**config.mk**
```make
export PLATFORM = sky130hd
export DESIGN_NAME = rca_multibyte_seq
export DESIGN_NICKNAME = d
export VERILOG_FILES = /design/src/rtl/rca_multibyte_seq_pkg.sv /design/src/rtl/rca_multibyte_seq.sv
export SDC_FILE = /design/constraint.sdc
export NUM_CORES = 1
export LEC_CHECK = 0
export BUFFER_PORTS_ARGS = -buffer_cell sky130_fd_sc_hd__clkbuf_2
export CAP_MARGIN = 20
export CORE_MARGIN = 4
export CORE_UTILIZATION = 50
export DETAILED_ROUTE_END_ITERATION = 16
export PLACE_DENSITY = 0.88
export SYNTH_ARGS = -nofsm -noshare
export SYNTH_HDL_FRONTEND = slang
export SYNTH_SLANG_ARGS = --single-unit
```
**constraint.sdc**
```tcl
create_clock -name clk -period 5.4 [get_ports clk]
set_clock_uncertainty 0.05 [all_clocks]
set_input_delay 0.54 -clock clk [delete_from_list [all_inputs] [get_ports clk]]
set_output_delay 0.54 -clock clk [all_outputs]
set_load 0.03 [all_outputs]
```
**src/rtl/rca_multibyte_seq_pkg.sv**
```systemverilog
// Shared types and helpers for the multi-byte ripple-carry sequencer.
// Operands are walked one byte at a time through an external 8-bit adder.
package rca_multibyte_seq_pkg;

  localparam int BYTE_W     = 8;
  // Upper bound on NBYTES; the byte extractor works on a vector of this width.
  localparam int MAX_NBYTES = 32;
  localparam int MAX_W      = BYTE_W * MAX_NBYTES;

  typedef enum logic [1:0] {
    IDLE,
    ADD,
    DONE
  } state_e;

  function automatic logic [BYTE_W-1:0] get_byte(input logic [MAX_W-1:0] vec,
                                                 input int unsigned      idx);
    return vec[BYTE_W*idx +: BYTE_W];
  endfunction

endpackage

```
**src/rtl/rca_multibyte_seq.sv**
```systemverilog
// Sequencer that drives a single 8-bit adder across NBYTES byte lanes, rippling
// the carry through a register, with valid/ready handshakes on both sides.
module rca_multibyte_seq
  import rca_multibyte_seq_pkg::*;
#(
  parameter int NBYTES = 4
) (
  input  logic                     clk,
  input  logic                     rst_n,
  input  logic                     in_valid_i,
  output logic                     in_ready_o,
  input  logic [BYTE_W*NBYTES-1:0] in_a_i,
  input  logic [BYTE_W*NBYTES-1:0] in_b_i,
  input  logic                     in_cin_i,
  output logic [BYTE_W-1:0]        add_a_o,
  output logic [BYTE_W-1:0]        add_b_o,
  output logic                     add_cin_o,
  input  logic [BYTE_W-1:0]        add_sum_i,
  input  logic                     add_cout_i,
  output logic                     out_valid_o,
  input  logic                     out_ready_i,
  output logic [BYTE_W*NBYTES-1:0] out_sum_o,
  output logic                     out_cout_o,
  output logic                     busy_o
);

  localparam int              W        = BYTE_W * NBYTES;
  localparam int              IW       = (NBYTES > 1) ? $clog2(NBYTES) : 1;
  localparam logic [IW-1:0]   LAST_IDX = IW'(NBYTES - 1);

  state_e          state_q, state_d;
  logic [IW-1:0]   idx_q,   idx_d;
  logic            carry_q, carry_d;
  logic [W-1:0]    a_q,     a_d;
  logic [W-1:0]    b_q,     b_d;
  logic [W-1:0]    sum_q,   sum_d;

  // NOTE: state registers use non-blocking assignments so every flop samples
  // the pre-edge value of its neighbours; data registers are reset too because
  // the result bus must read zero straight out of reset.
  always_ff @(posedge clk or negedge rst_n) begin
    if (!rst_n) begin
      state_q <= IDLE;
      idx_q   <= '0;
      carry_q <= 1'b0;
      a_q     <= '0;
      b_q     <= '0;
      sum_q   <= '0;
    end else begin
      state_q <= state_d;
      idx_q   <= idx_d;
      carry_q <= carry_d;
      a_q     <= a_d;
      b_q     <= b_d;
      sum_q   <= sum_d;
    end
  end

  // NOTE: every signal written here gets a default first, so no path through
  // the case statement can leave one unassigned and infer a latch.
  always_comb begin
    state_d   = state_q;
    idx_d     = idx_q;
    carry_d   = carry_q;
    a_d       = a_q;
    b_d       = b_q;
    sum_d     = sum_q;
    add_a_o   = '0;
    add_b_o   = '0;
    add_cin_o = 1'b0;

    unique case (state_q)
      IDLE: begin
        if (in_valid_i) begin
          a_d     = in_a_i;
          b_d     = in_b_i;
          carry_d = in_cin_i;
          idx_d   = '0;
          state_d = ADD;
        end
      end

      ADD: begin
        // The adder is combinational: its result for this lane is captured
        // on the same edge that retires the lane.
        add_a_o   = get_byte(MAX_W'(a_q), 32'(idx_q));
        add_b_o   = get_byte(MAX_W'(b_q), 32'(idx_q));
        add_cin_o = carry_q;
        sum_d[BYTE_W*int'(idx_q) +: BYTE_W] = add_sum_i;
        carry_d   = add_cout_i;
        if (idx_q == LAST_IDX) begin
          idx_d   = '0;
          state_d = DONE;
        end else begin
          idx_d   = idx_q + IW'(1);
        end
      end

      DONE: begin
        if (out_ready_i) state_d = IDLE;
      end

      default: state_d = IDLE;
    endcase
  end

  assign in_ready_o  = (state_q == IDLE);
  assign out_valid_o = (state_q == DONE);
  assign busy_o      = (state_q != IDLE);
  assign out_sum_o   = sum_q;
  assign out_cout_o  = carry_q;

endmodule

```
### Word-level counts from Yosys, hierarchy flattened

Index checks and enable logic that the tools add are counted.

| word-level totals | value |
|---|---|
| flip-flop bits (word level) | 101 |
| bits of input ports | 78 |
| output and inout bits | 53 |

| cells by class | value |
|---|---|
| add/sub/neg operators | 2 |
| equality and inequality tests | 6 |
| shifts and indexed selects | 4 |
| muxes and demuxes | 13 |
| reductions and logical operators | 6 |

Operator list:

| kind | count |
|---|---|
| variable part select 256 x 6 -> 8 bit | 2 |
| negation 5 -> 33 bit | 1 |
| variable shift 8 x 33 -> 32 bit, first input constant | 1 |
| variable part select 8 x 33 -> 32 bit | 1 |
| bitwise mux 32 bit | 1 |
| 2-to-1 mux 8 bit | 2 |
| 2-to-1 mux 2 bit | 5 |
| one-hot mux 2 bit (3 select lines) | 1 |
| equality test 2 bit, second input constant | 2 |
| != test 2 bit, second input constant | 2 |
| one-hot mux 2 bit (2 select lines) | 1 |
| AND reduction 2 bit | 2 |
| nonzero test 2 bit | 2 |
| AND reduction 3 bit | 1 |
| adder 2 x 1 -> 2 bit, second input constant | 1 |
| equality test 2 x 1 -> 1 bit, second input constant | 1 |
| logical NOT 2 bit | 1 |
| 2-to-1 mux 1 bit | 2 |
| != test 2 x 1 -> 1 bit, second input constant | 1 |
| one-hot mux 1 bit (2 select lines) | 1 |

### Logic depth before layout (Yosys ltp)

| depth | value |
|---|---|
| depth in word-level cells | 3 |
| gate-level depth with buffers | 8 |
| mapped depth without buffers | 4 |

### Least setup slack after synthesis

OpenSTA, ideal clock, no wires.

| timing path | value |
|---|---|
| kind | register -> register |
| start point | reg idx_q[1] |
| end point | reg sum_q[24], in the netlist out_sum_o[24] |
| arrival | 2.281 ns |
| required time | 5.254 ns |
| path slack | 2.974 ns |
| stages on the path, launching flop included | 9 |
| buffers on the path | 4 |
| period minus slack after synthesis | 2.426 ns |
| cell sequence | dfrtp_1 -> clkbuf_1 -> buf_2 -> inv_1 -> ha_1 -> buf_2 -> or4b_4 -> buf_6 -> o32ai_2 |

| on the way | value |
|---|---|
| word-level cells in the longest chain between the ends | 3 |
| elaborated cells on any way between the ends | 4 |

RTL lines:

| item | line | RTL |
|---|---|---|
| from (decl) | rca_multibyte_seq.sv:32 | `logic [IW-1:0] idx_q, idx_d;` |
| from (signal assigned) | rca_multibyte_seq.sv:51 | `idx_q <= idx_d;` |
| negation 5 -> 33 bit (*) | rca_multibyte_seq.sv:89 | `sum_d[BYTE_W*int'(idx_q) +: BYTE_W] = add_sum_i;` |
| variable part select 8 x 33 -> 32 bit / variable shift 8 x 33 -> 32 bit (equally long branches) | rca_multibyte_seq.sv:89 |  |
| bitwise mux 32 bit (*) | rca_multibyte_seq.sv:89 |  |
| to (signal assigned) | rca_multibyte_seq.sv:55 | `sum_q <= sum_d;` |
| to (decl) | rca_multibyte_seq.sv:36 | `logic [W-1:0] sum_q, sum_d;` |

Every way passes the cells marked *; elsewhere a longest branch is shown, timed or not.
A chain may end at the register's enable or synchronous reset.

### Worst setup path in the final report

| timing path | value |
|---|---|
| start point | reg idx_q[1] |
| end point | reg sum_q[16], in the netlist out_sum_o[16] |

The elaborated chain is that of the path after synthesis.

==> report_table.html <==
<table>
<tr><th>Metric</th><th>Value</th></tr>
<tr><th colspan="2">Finish</th></tr>
<tr><td>Multi-input combinational cell area</td><td>just over 2000 um^2</td></tr>
<tr><td>Inserted Diodes</td><td>0</td></tr>
<tr><td>Share of post-route cells with drive strength above 1</td><td>0.353</td></tr>
<tr><td>Layout Area Growth over Synthesis</td><td>18.6%</td></tr>
<tr><td>Most common library cell in the layout ignoring fill and taps</td><td>clkbuf_2</td></tr>
<tr><td>FF/Latch Area</td><td>2530 um^2</td></tr>
<tr><td>Number of filler instances in the final layout</td><td>750</td></tr>
<tr><td>Layout Utilization</td><td>0.613</td></tr>
<tr><td>Fin nets</td><td>roughly 560</td></tr>
<tr><td>Commonest cells after routing, fill and taps aside</td><td>clkbuf_2, dfrtp_1, mux2_1</td></tr>
<tr><th colspan="2">Floorplan</th></tr>
<tr><td>Total die area</td><td>about 11000 um^2</td></tr>
<tr><td>Number of rows created at floorplan</td><td>35</td></tr>
<tr><td>Starting Density</td><td>0.517</td></tr>
<tr><td>Core area</td><td>around 9300 um^2</td></tr>
<tr><td>Die extent in x</td><td>about 110 um</td></tr>
<tr><td>Die Y-Extent</td><td>roughly 110 um</td></tr>
<tr><td>Top-Level Pins</td><td>131</td></tr>
<tr><th colspan="2">Setup path</th></tr>
<tr><td>Slowest stage delay, CP</td><td>1.04 ns</td></tr>
<tr><td>Type of origin of the critical path</td><td>flip-flop</td></tr>
<tr><td>Worst-path maximum fanout</td><td>35</td></tr>
<tr><td>CP Cell Sequence</td><td>inv_1 &gt; ha_1 &gt; or4b_1 &gt; o32ai_2</td></tr>
<tr><td>Register-to-Register Path Depth</td><td>4</td></tr>
<tr><td>Path type of the worst setup path</td><td>flip-flop to flip-flop</td></tr>
<tr><td>Critical path's slowest cell</td><td>dfrtp_2</td></tr>
<tr><td>Register-to-register path setup slack</td><td>between 2 and 2.5 ns</td></tr>
<tr><td>Critical Path Sink Type</td><td>flip-flop</td></tr>
<tr><td>Worst Path Required</td><td>roughly 5.6 ns</td></tr>
<tr><td>CP arrival</td><td>between 3 and 4 ns</td></tr>
<tr><td>Worst r2r dst</td><td>out_sum_o[16]$_DFFE_PN0P_</td></tr>
<tr><td>Critical path's top delay family</td><td>flip-flops</td></tr>
<tr><td>Buffers &amp; Inverters on Critical Path</td><td>1</td></tr>
<tr><td>R2R Path Start</td><td>idx_q[1]$_DFFE_PN0P_</td></tr>
<tr><th colspan="2">Detailed routing</th></tr>
<tr><td>Number of routed nets with antenna violations</td><td>0</td></tr>
<tr><td>Count of vias placed by the detailed router</td><td>roughly 3300</td></tr>
<tr><td>Final routed wire length divided by cell count</td><td>about 18 um</td></tr>
<tr><td>Via-to-Cell Ratio</td><td>around 5.4</td></tr>
<tr><td>Number of design-rule violations left by the first detailed-router iteration</td><td>roughly 100</td></tr>
<tr><td>Detailed-router iteration count before antenna repair</td><td>4</td></tr>
<tr><td>Final Routed Wirelength</td><td>10.9 mm</td></tr>
<tr><td>Drt drc</td><td>0</td></tr>
<tr><th colspan="2">Clocking</th></tr>
<tr><td>CTS sink count</td><td>101</td></tr>
<tr><td>Clock tree root buffer cell</td><td>clkbuf_8</td></tr>
<tr><td>Max H-tree Level</td><td>3</td></tr>
<tr><td>Source-to-sink clock delay at the later pin of the worst-skew pair</td><td>about 0.35 ns</td></tr>
<tr><td>Number of buffers added to fix hold violations after cts</td><td>0</td></tr>
<tr><td>Maximum number of buffers from clock root to sink</td><td>2</td></tr>
<tr><td>Number of gates resized after cts</td><td>0</td></tr>
<tr><td>Number of post-CTS setup repair buffers</td><td>0</td></tr>
<tr><td>CTS clock-pin slew for the worst setup and hold paths</td><td>0.10 ns</td></tr>
<tr><td>Clock tree from TritonCTS</td><td>done</td></tr>
<tr><td>Inserted Clock Buffers</td><td>9</td></tr>
<tr><th colspan="2">GRT</th></tr>
<tr><td>All-layer global routing usage</td><td>0.201</td></tr>
<tr><td>Grt total ovfl</td><td>0</td></tr>
<tr><td>Maximum number of pins on one net before global-route repair</td><td>between 70 and 80</td></tr>
<tr><td>First-pass GRT wire length</td><td>roughly 18 mm</td></tr>
<tr><td>Initial antenna violation count</td><td>0</td></tr>
<tr><td>Vias in the first global route</td><td>between 3000 and 4000</td></tr>
<tr><th colspan="2">Power</th></tr>
<tr><td>Internal cell power</td><td>between 2 and 2.5 mW</td></tr>
<tr><td>Sw Ratio</td><td>0.448</td></tr>
<tr><td>Net switching power figure</td><td>between 1.5 and 2 mW</td></tr>
<tr><td>Part of the total power dissipated in the clock network</td><td>0.133</td></tr>
<tr><td>PwrDens</td><td>649 nW/um^2</td></tr>
<tr><td>Power share of the combinational group</td><td>0.492</td></tr>
<tr><td>Sequential fraction of design power</td><td>0.375</td></tr>
<tr><td>IR Drop Worst-Case VDD</td><td>roughly 0.34 mV</td></tr>
<tr><td>Standby leakage power</td><td>around 2.7 nW</td></tr>
<tr><th colspan="2">STA</th></tr>
<tr><td>Final setup violation count</td><td>0</td></tr>
<tr><td>Final hold viol count</td><td>0</td></tr>
<tr><td>Period minus WS final</td><td>roughly 3 ns</td></tr>
<tr><td>Worst Tran Pin Value</td><td>1.01 ns</td></tr>
<tr><td>Ratio of final minimum period to clock period</td><td>0.553</td></tr>
<tr><td>Maximum clock frequency</td><td>between 300 and 400 MHz</td></tr>
<tr><td>Total count of max-transition violations in the final report</td><td>0</td></tr>
<tr><td>TNS Setup</td><td>0 ns</td></tr>
<tr><td>RSZ-0062 raised after global routing</td><td>false</td></tr>
<tr><td>Max-slew headroom</td><td>0.326</td></tr>
<tr><td>Post-route worst hold slack</td><td>between 0.01 and 0.015 ns</td></tr>
<tr><th colspan="2">Synthesis</th></tr>
<tr><td>Synthesized net count</td><td>449</td></tr>
<tr><td>Sequential-to-total area share from yosys stat</td><td>0.525</td></tr>
<tr><td>Distinct cell type count after synthesis</td><td>32</td></tr>
<tr><td>Yosys synthesis warning count</td><td>0</td></tr>
<tr><td>Syn Std Cell Area</td><td>4820 um^2</td></tr>
<tr><td>Flip-flop and latch count after synthesis</td><td>101</td></tr>
<tr><td>Synthesized instance count</td><td>approximately 370</td></tr>
<tr><td>Avg Cell Area, Syn</td><td>approximately 13 um^2</td></tr>
<tr><th colspan="2">Hold path</th></tr>
<tr><td>Worst min-delay path category</td><td>input pin to async pin</td></tr>
<tr><th colspan="2">Placed design</th></tr>
<tr><td># port buffers</td><td>130</td></tr>
<tr><td>RePlAce Congestion</td><td>0.824</td></tr>
<tr><td>Post-DP HPWL</td><td>roughly 7.9 mm</td></tr>
<tr><th colspan="2">Run status</th></tr>
<tr><td>Status</td><td>finished, final reports clean</td></tr>
<tr><th colspan="2">Flow run</th></tr>
<tr><td>Maxcap violations</td><td>0</td></tr>
</table>
==> sequential cells by signal (all words and copies together) (netlist names) <==
name / flops
a_q: 32
out_cout_o: 1
out_sum_o: 32
b_q: 32
idx_q: 2
state_q: 2
==> area by class of cell <==
type,count,area share
clock buffers,9,0.0217
clock inverters,6,0.0134
inverters,28,0.0184
multi-input cells,205,0.354
flip-flops and latches,101,0.442
well taps,129,0.0282
repair buffers,133,0.122
==> synthesized netlist by cell type, drive strengths merged <==
library cell | number | area share
or4b | 2 | 0.0049
o31ai | 1 | 0.0016
a221o | 1 | 0.0021
nor2b | 2 | 0.0026
mux2i | 32 | 0.066
nor4b | 1 | 0.0018
nor4bb | 1 | 0.0021
ha | 5 | 0.013
nor3b | 1 | 0.0026
nand3b | 2 | 0.0031
inv | 28 | 0.022
o21bai | 2 | 0.0031
and4bb | 8 | 0.021
buf | 20 | 0.025
and3b | 4 | 0.0073
nand4bb | 1 | 0.0023
clkbuf | 12 | 0.0093
dfrtp | 101 | 0.52
nand2 | 24 | 0.019
and2 | 1 | 0.0013
mux2 | 72 | 0.17
a21o | 2 | 0.0031
or3b | 1 | 0.0018
o32ai | 24 | 0.069
or2 | 1 | 0.0013
nand2b | 1 | 0.0013
o22ai | 16 | 0.021
==> per-layer routing <==
metal,global-route usage,routed length [um]
met4,0.0629,145
met3,0.0625,885
met2,0.341,5430
met1,0.244,4410
met5,0,0
==> cells by family (layout without fill, tap and decap cells) <==
family	Yosys count	count (layout)	synth area share
AND/OR/NAND/NOR	50	50	0.0719
buffers and inverters	60	176	0.0566
AO/OA/AOI/OAI	46	46	0.0992
flip-flops	101	101	0.525
adder cells (fa/ha/maj)	5	5	0.0130
multiplexers	104	104	0.235
==> worst max-delay path by stage <==
stage / startpoint / endpoint / slack [ns] / depth (start not counted)
floorplan: idx_q[1]$_DFFE_PN0P_ / out_sum_o[24]$_DFFE_PN0P_ / 2.97 / 8
global placement: idx_q[1]$_DFFE_PN0P_ / out_sum_o[18]$_DFFE_PN0P_ / 2.50 / 4
detailed placement: idx_q[1]$_DFFE_PN0P_ / out_sum_o[17]$_DFFE_PN0P_ / 2.42 / 4
CTS: state_q[0]$_DFFE_PN0P_ / add_b_o[7] / 2.38 / 3
global route: idx_q[1]$_DFFE_PN0P_ / out_sum_o[17]$_DFFE_PN0P_ / 2.25 / 4
finish: idx_q[1]$_DFFE_PN0P_ / out_sum_o[16]$_DFFE_PN0P_ / 2.41 / 4
==> stage by stage <==
step | power [mW] | area [um^2] | std cells | setup slack, ns
final | 3.71 | 5720 | 611 | 2.41
after global routing | 3.97 | 5720 | 611 | 2.25
after CTS | 3.73 | 5720 | 611 | 2.38
after detailed placement | 3.25 | 5520 | 596 | 2.42
after global placement | 3.12 | 5490 | 595 | 2.50
after floorplan | 2.73 | 4820 | 366 | 2.97
==> power by group through the flow <==
stage	logic [mW]	clock network [mW]	registers [mW]
floorplan	1.27	0	1.47
global placement	1.74	0	1.38
detailed placement	1.84	0	1.41
CTS	1.84	0.499	1.39
global route	1.97	0.545	1.45
finish	1.82	0.493	1.39
Power figures use the tool's default switching activity.
